`src/rtl/fbs_stack.sv`:
```
// fbs_stack: LIFO frame stack with push/pop/swap, registered read-out and sticky error flags.
// Storage is not reset; only the pointer, output register and flags are.
module fbs_stack #(
  parameter int DATA_W = 256,
  parameter int DEPTH  = 16,
  parameter int CNT_W  = 5
) (
  input  logic              clk,
  input  logic              rst_n,
  input  logic              backup,
  input  logic              restore,
  input  logic              clear_err,
  input  logic [DATA_W-1:0] data_in,
  output logic [DATA_W-1:0] data_out,
  output logic              data_valid,
  output logic [CNT_W-1:0]  count,
  output logic              full,
  output logic              empty,
  output logic              overflow,
  output logic              underflow
);
  localparam int AW = (DEPTH > 1) ? $clog2(DEPTH) : 1;
  localparam logic [CNT_W-1:0] MAX_CNT = CNT_W'(DEPTH);
  logic [DATA_W-1:0] mem_q [DEPTH];
  logic [DATA_W-1:0] data_out_q, data_out_d;
  logic [CNT_W-1:0]  count_q, count_d;
  logic              valid_q, valid_d, ovf_q, ovf_d, unf_q, unf_d;
  logic              push, pop, wr_en;
  logic [AW-1:0]     top_idx, wr_idx;
  assign full    = count_q == MAX_CNT;
  assign empty   = count_q == '0;
  assign top_idx = AW'(count_q - CNT_W'(1));
  always_comb begin
    push       = backup & ~restore & ~full;
    pop        = restore & ~backup & ~empty;
    wr_en      = backup & (restore ? ~empty : ~full);
    wr_idx     = restore ? top_idx : AW'(count_q);
    count_d    = push ? count_q + CNT_W'(1) : pop ? count_q - CNT_W'(1) : count_q;
    // Simultaneous request on an empty stack bypasses data_in straight to the output.
    valid_d    = restore & (backup | ~empty);
    data_out_d = ~valid_d ? data_out_q : empty ? data_in : mem_q[top_idx];
    ovf_d      = (backup & ~restore & full) | (ovf_q & ~clear_err);
    unf_d      = (restore & ~backup & empty) | (unf_q & ~clear_err);
  end
  always_ff @(posedge clk) begin
    if (wr_en) mem_q[wr_idx] <= data_in;
  end
  always_ff @(posedge clk or negedge rst_n) begin
    if (!rst_n) begin
      count_q    <= '0;
      data_out_q <= '0;
      valid_q    <= 1'b0;
      ovf_q      <= 1'b0;
      unf_q      <= 1'b0;
    end else begin
      count_q    <= count_d;
      data_out_q <= data_out_d;
      valid_q    <= valid_d;
      ovf_q      <= ovf_d;
      unf_q      <= unf_d;
    end
  end
  assign data_out   = data_out_q;
  assign data_valid = valid_q;
  assign count      = count_q;
  assign overflow   = ovf_q;
  assign underflow  = unf_q;
endmodule

```
`config.mk`:
```
export PLATFORM = sky130hd
export DESIGN_NAME = fbs_stack
export DESIGN_NICKNAME = d
export VERILOG_FILES = /design/src/rtl/fbs_stack.sv
export SDC_FILE = /design/constraint.sdc
export NUM_CORES = 2
export LEC_CHECK = 0
export CAP_MARGIN = 20
export CORE_ASPECT_RATIO = 1.2
export CORE_MARGIN = 4
export CORE_UTILIZATION = 63
export CTS_BUF_LIST = sky130_fd_sc_hd__clkbuf_8
export DETAILED_ROUTE_END_ITERATION = 8
export PLACE_DENSITY = 0.9
export SYNTH_ARGS = -nofsm -noshare
export SYNTH_HDL_FRONTEND = slang
export SYNTH_SLANG_ARGS = --single-unit
```
`constraint.sdc`:
```
create_clock -name clk -period 16.95 [get_ports clk]
set_input_delay 1.695 -clock clk [delete_from_list [all_inputs] [get_ports clk]]
set_output_delay 1.695 -clock clk [all_outputs]
set_load 0.1 [all_outputs]
```
==> impl_results.md <==
- Status: finished with violations
- Violated checks: DRC
- Pleak: approximately 0.06 µW
- Peak Freq: 130.2 MHz
- Reg2reg path depth: 11
- Endpoints failing setup: 0
- First-pass GRT wire length: approximately 640000 µm
- Core footprint: 257800 µm²
- H-Tree Depth: 6
- Worst Tran Pin Value: about 1.3 ns
- P per Cell Area: between 150 and 200 nW/µm²
- Pin count of the biggest net entering global routing: 162
- Mean post-synth cell area: roughly 23 µm²
- Gate Count Post-Synth: around 7.2k
- Initial antenna violation count: between 70 and 80
- Crit path launch type: flip-flop
- Final WS setup: between 9 and 10 ns
- Storage cell area: 129600 µm²
- Initial DRC Count: ~16k
- Clock Path Buffers: 4
- TritonCTS clock tree: yes
- # resized after CTS: 0
- Synthesized area: between 150000 and 200000 µm²
- Starting Density: between 60% and 70%
- GRT Total Usage: 33.32%
- Die ar.: 267600 µm²
- Worst hold path class: reg -> reg
- Port Buffer Count: 526
- # nets final: roughly 8.4k
- Worst slack at placement: between 9 and 10 ns
- Total CTS buffers: 625
- Vias/cell: between 7 and 8
- Worst path required time: about 18 ns
- Non-Filler Instances: between 10k and 15k
- Commonest non-fill, non-tap cell in the layout: edfxtp_1
- Crit path time final: roughly 7.7 ns
- Row count: around 200
- Multi-input combinational cell area: between 30000 and 40000 µm²
- Most used DFF post-synth: edfxtp_1
- Die width: 472.9 µm
- Area leader, netlist: edfxtp_1
- Syn. warnings: 0
- Clk_lat worst skew: around 1.1 ns
- Worst Hold Launch: data_out[155]$_DFFE_PN0P_
- Die Ht: around 570 µm
- Routability cong.: between 0.8 and 0.9
- Syn Nets: approximately 7.5k
- GR Overflow Total: 0
- Clock root cell: clkbuf_8
- Worst R2R Setup Slack: 9.27 ns
- Clock sinks: approximately 4.4k
- WHS Path Cells: 2
- Reg2reg end: data_out[9]$_DFFE_PN0P_
- RSZ-0062 raised after global routing: false
- Vias: between 80k and 90k
- Share of the synthesized area in the top cell type: 75.27%
- Worst r2r src: count[0]$_DFFE_PN0P_
- Layout cells sized above 1: approximately a quarter
- Fill cells: 13.17k
- Setup TNS Final: 0 ns
- Dpl cells: between 10k and 15k
- Worst setup path category: reg -> reg
- Routed WL: between 400000 and 500000 µm
- Number of global-route vias before repair: approximately 92k
- Worst-path clk slew: roughly 0.07 ns
- Wire per inst: roughly 37 µm
- Synth area leaders: edfxtp_1, mux4_2, dfrtp_1
- Crit share post-route: between 40% and 50%
- Slew HR: around 10%
- Fraction of registers with async set or reset after synthesis: just over 6%
- CP max FO: 74
- Detailed Place HPWL: about 230000 µm
- Sequential area share after synthesis: between 70% and 80%
- Io pins: roughly 530
- Max_cap viols: 0
- Skew final: roughly 0.097 ns
- Setup Fix Bufs, Post-CTS: 0
- Max Slew Vio Count: 0
- CTS Hold Bufs: 0
- DRT Pass-1 Iters: 9
- Most frequent cells in the layout: edfxtp_1, mux4_2, clkbuf_8
- Area Growth Syn to Fin: 13.14%
- DRC Markers: 5
- Yosys reg bits: between 4k and 5k
- CP endpoint kind: flip-flop
- Worst path arrival time: 8.56 ns
- Hold Path Sink: data_out[155]$_DFFE_PN0P_
- EDFF count, synth: approximately 4.1k
- Worst IR Drop VDD: roughly 0.2 mV
- Routed Antenna Nets: 0
- Final core utilization: 71.71%
- Hold Fails Final Rpt: 0
- Synth unique cells: 51
==> logic make-up (layout without fill, tap and decap cells) <==
kind of cell | Yosys count | count (layout) | share of synthesized area [%]
flops | 4360 | 4360 | 79.32
compound gates | 1045 | 1045 | 4.028
mux | 1042 | 1042 | 14.22
buf+inv | 469 | 1837 | 1.229
simple gates | 317 | 317 | 1.155
xor+xnor | 5 | 5 | 0.03140
fa+ha+maj | 2 | 2 | 0.01531
other cells | 0 | 66 | 0
==> report_power, final <==
| group | switching, µW | total (µW) | internal [µW] |
|---|---|---|---|
| clock network | 4100 | 8130 | 4030 |
| logic | 8300 | 12900 | 4590 |
| registers | 774 | 14000 | 13200 |
==> worst max-delay path, stage by stage (launching register included) <==
cell      delay, ns
dfrtp_4        0.86
inv_1          0.30
ha_4           1.04
buf_4          0.84
buf_4          0.79
buf_4          0.81
buf_4          0.79
buf_4          0.48
buf_16         0.34
mux4_2         0.38
a222oi_1       0.42
a21oi_1        0.13
==> metrics by stage <==
stage | total power, µW | area [µm²] | hold WS, ns
after floorplan | 23220 | 163400 | 0.7060
after global placement | 26160 | 172500 | 0.5210
after detailed placement | 26690 | 172500 | 0.5454
after CTS | 34870 | 184600 | 0.5485
after global routing | 36020 | 184800 | 0.5749
final | 35030 | 184900 | 0.5564
==> state kept, by name (all words and copies together) (netlist names) <==
name / count
count: 5
data_out: 256
data_valid: 1
mem_q: 4096
overflow: 1
underflow: 1
==> final cells by class <==
| type | instances | share of cell area [%] |
|---|---|---|
| clock buffer | 674 | 5.018 |
| multi-input combinational | 2411 | 17.29 |
| inverter | 8 | 0.02030 |
| clock inverter | 467 | 1.518 |
| timing repair buffer | 688 | 3.663 |
| antenna | 66 | 0.08933 |
| sequential | 4360 | 70.11 |
| tap | 3399 | 2.300 |
==> synthesized netlist by cell type (all sizes together), types with 8 or more instances <==
master	number
buf	176
a21oi	515
clkbuf	285
dfrtp	264
nand2	9
edfxtp	4096
nor2	35
o22ai	8
o21ai	255
a222oi	250
mux4	1024
or3	247
inv	8
mux2i	18
==> worst max path at each step <==
stage	from	to	slack [ns]	cells past startpoint
after CTS	count[0]$_DFFE_PN0P_	data_out[21]$_DFFE_PN0P_	9.09	10
after floorplan	count[0]$_DFFE_PN0P_	mem_q[4][0]$_DFFE_PP_	1.85	15
after detailed placement	count[0]$_DFFE_PN0P_	data_out[237]$_DFFE_PN0P_	9.17	10
after global placement	count[0]$_DFFE_PN0P_	data_out[16]$_DFFE_PN0P_	9.38	10
after global routing	count[0]$_DFFE_PN0P_	data_out[16]$_DFFE_PN0P_	8.97	11
final	count[0]$_DFFE_PN0P_	data_out[9]$_DFFE_PN0P_	9.27	11
==> per-layer routing <==
layer | routed length, µm | global-route usage (%) | share of wire, % | vias up
met2 | 223900 | 53.81 | 50 | 8803
met5 | 317 | 0 | 0.071 | -
met1 | 132900 | 41.57 | 30 | 43880
met3 | 61950 | 8.562 | 14 | 1694
met4 | 26550 | 19.10 | 6.0 | 48
li1 | - | - | - | 32990
No activity file was read; power rests on OpenSTA's default activity.
